**src/rtl/cpstr_esc_pkg.sv**
```systemverilog
// Control port shared definitions.
// Holds the escape byte value used by both the transmit-side escaper and the
// receive-side de-escaper, so the two ends of the link share one definition
// of the framing byte.
package cpstr_esc_pkg;

   // Default escape (framing) byte for the control port byte link.
   localparam logic [7:0] CP_ESC_CHAR = 8'd27;

endpackage : cpstr_esc_pkg

```
**src/rtl/cpstr_esc.sv**
```systemverilog
// Control port stream escaper.
// Merges a main byte stream and an escape (control) byte stream into a single
// byte stream for the control port transmit link.
//   - Main bytes pass through unchanged; a main byte equal to ESC_CHAR is sent
//     twice (ESC_CHAR, ESC_CHAR).
//   - Each escape byte is sent as ESC_CHAR followed by the escape byte.
//   - An escape byte equal to ESC_CHAR cannot be encoded; it is consumed,
//     dropped, and flagged with a one-cycle o_esc_err pulse.
// Ports:
//   i_clk, i_rst               clock, synchronous active-high reset
//   i_data/i_valid/o_ready     main stream input (valid/ready)
//   i_esc_data/i_esc_valid/
//   o_esc_ready                escape stream input (strict priority)
//   o_data/o_valid/i_ready     merged output stream (registered)
//   o_esc_err                  dropped-escape pulse
module cpstr_esc
   import cpstr_esc_pkg::*;
#(
   parameter logic [7:0] ESC_CHAR = CP_ESC_CHAR
) (
   input  logic       i_clk,
   input  logic       i_rst,
   input  logic [7:0] i_data,
   input  logic       i_valid,
   output logic       o_ready,
   input  logic [7:0] i_esc_data,
   input  logic       i_esc_valid,
   output logic       o_esc_ready,
   output logic [7:0] o_data,
   output logic       o_valid,
   input  logic       i_ready,
   output logic       o_esc_err
);

   typedef enum logic [1:0] {
      ST_IDLE,
      ST_PREFIX,
      ST_BYTE
   } state_t;

   state_t     state_q, state_d;
   logic [7:0] hold_q,  hold_d;
   logic       err_q,   err_d;
   logic       can_acc;

   always_ff @(posedge i_clk) begin
      if (i_rst) begin
         state_q <= ST_IDLE;
         hold_q  <= '0;
         err_q   <= 1'b0;
      end else begin
         state_q <= state_d;
         hold_q  <= hold_d;
         err_q   <= err_d;
      end
   end

   // A new byte may enter when nothing is queued, or when the last byte of the
   // current output is leaving this cycle. ST_PREFIX never accepts, which keeps
   // each ESC_CHAR pair contiguous on the link.
   always_comb begin
      state_d = state_q;
      hold_d  = hold_q;
      err_d   = 1'b0;
      can_acc = (state_q == ST_IDLE) || ((state_q == ST_BYTE) && i_ready);

      case (state_q)
         ST_IDLE:   state_d = ST_IDLE;
         ST_PREFIX: if (i_ready) state_d = ST_BYTE;
         ST_BYTE:   if (i_ready) state_d = ST_IDLE;
         default:   state_d = ST_IDLE;
      endcase

      if (can_acc) begin
         if (i_esc_valid) begin
            if (i_esc_data == ESC_CHAR) begin
               err_d   = 1'b1;
               state_d = ST_IDLE;
            end else begin
               hold_d  = i_esc_data;
               state_d = ST_PREFIX;
            end
         end else if (i_valid) begin
            hold_d  = i_data;
            // A literal ESC_CHAR is doubled: the prefix state sends the first
            // copy, hold supplies the second.
            state_d = (i_data == ESC_CHAR) ? ST_PREFIX : ST_BYTE;
         end
      end
   end

   assign o_esc_ready = can_acc;
   assign o_ready     = can_acc && !i_esc_valid;
   assign o_valid     = (state_q != ST_IDLE);
   assign o_data      = (state_q == ST_PREFIX) ? ESC_CHAR : hold_q;
   assign o_esc_err   = err_q;

endmodule : cpstr_esc

```
**config.mk**
```make
export PLATFORM = sky130hd
export DESIGN_NAME = cpstr_esc
export DESIGN_NICKNAME = d
export VERILOG_FILES = /design/src/rtl/cpstr_esc_pkg.sv /design/src/rtl/cpstr_esc.sv
export SDC_FILE = /design/constraint.sdc
export NUM_CORES = 1
export LEC_CHECK = 0
export ABC_AREA = 1
export BUFFER_PORTS_ARGS = -buffer_cell sky130_fd_sc_hd__buf_2
export CAP_MARGIN = 10
export CORE_MARGIN = 2
export CORE_UTILIZATION = 45
export CTS_BUF_LIST = sky130_fd_sc_hd__clkbuf_4 sky130_fd_sc_hd__clkbuf_8
export CTS_CLUSTER_DIAMETER = 100
export CTS_CLUSTER_SIZE = 28
export DETAILED_ROUTE_END_ITERATION = 8
export GPL_ROUTABILITY_DRIVEN = 0
export PLACE_DENSITY_LB_ADDON = 0.2
export RECOVER_POWER = 25
export SETUP_SLACK_MARGIN = 0.02
export SLEW_MARGIN = 25
export SYNTH_ARGS = -nofsm -noshare
export SYNTH_HDL_FRONTEND = slang
export SYNTH_SLANG_ARGS = --single-unit
```
**constraint.sdc**
```tcl
create_clock -name i_clk -period 1.3 [get_ports i_clk]
set_input_delay 0.26 -clock i_clk [delete_from_list [all_inputs] [get_ports i_clk]]
set_output_delay 0.26 -clock i_clk [all_outputs]
set_load 0.05 [all_outputs]
```
# == Word-level counts from Yosys, hierarchy flattened ==
# Index checks and enable logic that the tools add are counted.
# op_classes
n_eq_ne,5
muxes,13
n_bitwise,2
reduce_logical,9
# op_table
operator,count
$mux W8,4
$eq A8 B5 Y1 const B,2
$mux W2,6
$pmux W2 S2,1
$reduce_bool A2 Y1,2
$reduce_and A3 Y1,1
$reduce_or A3 Y1,1
$eq A2 B1 Y1 const B,1
$eq A2 B2 Y1 const B,1
$logic_and A1 B1 Y1,2
$logic_not A2 Y1,1
$mux W1,2
$ne A2 B2 Y1 const B,1
$not A1 Y1,2
$logic_not A1 Y1,1
$logic_or A1 B1 Y1,1
# totals
ff_bits,11
out_inout_bits,12
elab_cells,32

# == Logic depth before layout (Yosys ltp) ==
# logic_depth
depth_word,5
mapped_depth,12
depth_no_buf,11

# == Least setup slack after synthesis ==
# No wires, ideal clock.
# synth_path
path_type,reg2reg
start,register state_q[0]
end,register hold_q[7]
setup_time_ns,0.112
arrival_time_ns,1.709
slack_ns,-0.521
path_stages_with_launch,13
period_less_slack_ns,1.821
path_cell_list,dfxtp_1 inv_1 ha_1 inv_2 nand2_2 inv_4 nor2_8 nand2_4 nand2_4 buf_12 nand2_2 nand2_1 nor2_2
# synth_via
elab_chain_cells,4
# synth_rtl
element,line,source
"start, declared",cpstr_esc.sv:41,"state_t state_q, state_d;"
"start signal, assigned",cpstr_esc.sv:52,state_q <= state_d;
$eq A2 B2 Y1,cpstr_esc.sv:65,can_acc = (state_q == ST_IDLE) || ((state_q == ST_BYTE) && i_ready);
$logic_and A1 B1 Y1,cpstr_esc.sv:65,
$logic_or A1 B1 Y1 (*),cpstr_esc.sv:65,
net o_esc_ready,cpstr_esc.sv:28,"output logic o_esc_ready,"
$reduce_and A3 Y1 (no source line) (*),--,
"end signal, assigned",cpstr_esc.sv:53,hold_q <= hold_d;
"end, declared",cpstr_esc.sv:42,"logic [7:0] hold_q, hold_d;"
# Mark *: on every way through the listed nets, which the timed path passes. The rest lies on a longest branch.
# A chain may end at the register's enable or synchronous reset.

# == Worst setup path in the final report ==
# layout_path
start,register state_q[1]
end,register hold_q[3]
# layout_via
elab_chain_cells,4
# layout_rtl
element,line
$eq A2 B2 Y1,cpstr_esc.sv:65
$logic_and A1 B1 Y1,cpstr_esc.sv:65
$logic_or A1 B1 Y1 (*),cpstr_esc.sv:65
$reduce_and A3 Y1 (no source line) (*),--
# Mark *: on every way between the ends. The rest lies on a longest branch, timed or not.

==> results_dict.tcl <==
set metrics [dict create \
    status "finished, violations left" \
    violations "setup timing" \
    nFillCells 124 \
    fin_crit_sh 1.20 \
    whs_ps 156 \
    start_kind "flip-flop" \
    post-dp-hpwl_um 1550 \
    grt_use_met3 0.0340 \
    syn2layout_area_growth_pct 69.5 \
    hold_violations 0 \
    tns_ps -4690 \
    track_usage 0.234 \
    yosysTopAreaCell "dfxtp_1" \
    crit_family "simple AND/OR/NAND/NOR gates" \
    antenna_found_initial 0 \
    synth_area_um2 853 \
    coreArea_um2 1760 \
    cts_tree "done" \
    top_usage_layer "met2" \
    routedWlPerCell_um 11.8 \
    maxCapViolCount 0 \
    slew_viol_final 0 \
    ir_drop_uv 603 \
    die_w_um 47.5 \
    clock_latency_ps 280 \
    syn-num-nets 149 \
    vias 940 \
    setup_viol 21 \
    power.leakage_nw 0.700 \
    crit_type "reg -> reg" \
    synth.most_common_cell "nand2_1" \
    yosys_warnings 0 \
    worst_pin_slew_ps 289 \
    netlist_top_cells_count "nand2_1 (30), nor2_2 (16), inv_1 (15)" \
    grt_max_degree 10 \
    path_cells "buf_6, ha_4, nand2_4, nand2_8, inv_8, nor2_8, buf_4, buf_6, nand2_8, nand2_8, nand2_1, nand2_1, nor2_2" \
    start_util 0.484 \
    numCtsBuffers 3 \
    critPathMaxStageDelay_ps 340 \
    critPathMaxFanout 8 \
    seq_area_frac_synth 0.258 \
    clock_skew_ps 0.314 \
    io_pins 33 \
    h-tree-depth 1 \
    drtPass1Iterations 4 \
    cts_root_buf "clkbuf_4" \
    antenna_left 0 \
    cp.required_ps 1520 \
    drive_above_1_share 0.570 \
    clk_transition_reported_paths_ps 80 \
    endpoint_kind "flip-flop" \
    grt_setup_unrepaired "yes" \
    fin_ws_ps -258 \
    grt_pass1_wl_um 3690 \
    crit_path_frequent_cell "nand2_8" \
    fmax_ghz 0.642 \
    grtUsageMet1 0.285 \
    multi_input_area_um2 699 \
    cp_slowest_cell "dfxtp_2" \
    dieArea_um2 2260 \
    syn_inst 125 \
    maxSlewHeadroom 0.806 \
    period_minus_slack_ps 1560 \
    cts.path.max_buffers 2 \
    cp_data_arrival_time_ps 1780 \
    drc_errors 0 \
    grt_overflow_total 0 \
    fp.dieH_um 47.5 \
    wirelength_um 2330 \
    nNetsFinal 197 \
    synth.area.top_cells "dfxtp_1 (26%), nand2_1 (13%), nor2_2 (12%)" \
    grt_pass1_vias 873 \
    synthArstFlopShare 0 \
    fp-row-count 15 \
    syn_area_per_cell_um2 6.83 \
    grtUsageMet2 0.416 \
    synthDistinctLibCells 24 \
    ctsHoldBuffers 0 \
    ys_ff_latch 11 \
    netlist.area_leader.share 0.258 \
    hold_path_class "in -> reg" \
    final_core_util 0.820 \
    n_antenna_cell 0 \
    drtIter0Drc 19 \
    synth_top_flop_cell "dfxtp_1" \
    cts.sinks 11 \
    seqCellArea_um2 225 \
    worst-path-buf-inv 4 \
    io_buffers 32 \
    powerDensity_nw_per_um2 945 \
    synth_edf_count 0 \
    final_cell_area_um2 1450 \
    viasPerCell 4.77 \
    dpl_cell_area_um2 1170 \
]
-- worst reg2reg max path: stages (launching register included) --
cell	delay [ps]
dfxtp_2	340
buf_6	110
ha_4	160
nand2_4	80
nand2_8	60
inv_8	80
nor2_8	40
buf_4	130
buf_6	120
nand2_8	80
nand2_8	90
nand2_1	70
nand2_1	60
nor2_2	80
-- layer usage --
metal	vias up	routed length [um]
met5	-	0
met4	0	31
met3	4	128
met2	30	1160
met1	431	1010
li1	475	-
-- sequential cells by signal, indices dropped and copies added (netlist names) --
register and flops:
hold_q 8, state_q 2, o_esc_err 1
-- where the power goes --
part	switching (mW)	internal (mW)	leakage, nW
Sequential	0.0279	0.367	0.0921
Clock	0.132	0.140	0.0184
Combinational	0.396	0.304	0.590
Total	0.556	0.811	0.700
-- cell usage in the layout, fill, tap and decap left out, types with 5 or more instances in the layout --
cell type,synthesis,layout
a21oi_1,5,5
buf_2,0,20
buf_4,1,8
buf_6,0,9
buf_8,0,7
dfxtp_1,11,9
inv_1,15,13
mux2i_1,6,6
nand2_1,30,25
nand2_2,4,6
nor2_1,12,8
nor2_2,16,12
nor2_4,1,9
-- cells by family after synthesis --
kind of cell    count (synthesis)  synth area share
compound gates                  6            0.0352
fa+ha+maj                       3            0.0440
buf+inv                        22             0.123
flops                          11             0.258
mux                             6            0.0704
simple gates                   77             0.469
-- cell type report --
class / count / share of cell area
multi-input cells: 93 / 0.484
repair buffers: 45 / 0.257
flip-flops and latches: 11 / 0.156
inverters: 19 / 0.0614
well taps: 25 / 0.0216
clock buffers: 4 / 0.0208
-- metrics by stage --
step	total power [mW]	setup slack, ps	cells
final	1.37	-258	197
after global routing	1.43	-329	197
after CTS	1.35	-253	197
after detailed placement	0.932	-156	187
after global placement	0.922	-126	187
after floorplan	0.821	-281	125
-- worst paths after layout --
path	from	to	slack (ps)	depth (start not counted)
worst max-delay path	state_q[1]$_SDFF_PP0_	hold_q[3]$_SDFFE_PP0P_	-260	13
worst min-delay path	i_rst	state_q[0]$_SDFF_PP0_	160	2
worst max register to register	state_q[1]$_SDFF_PP0_	hold_q[3]$_SDFFE_PP0P_	-260	13
worst min register to register	hold_q[4]$_SDFFE_PP0P_	hold_q[4]$_SDFFE_PP0P_	510	2
-- repair_timing --
action / in CTS / in global routing
gates cloned: 1 / 0
pin swaps: 7 / 1
gates resized for setup: 45 / 5
setup buffers: 5 / 0
setup endpoints to repair: 21 / 21
Power figures use the tool's default switching activity.
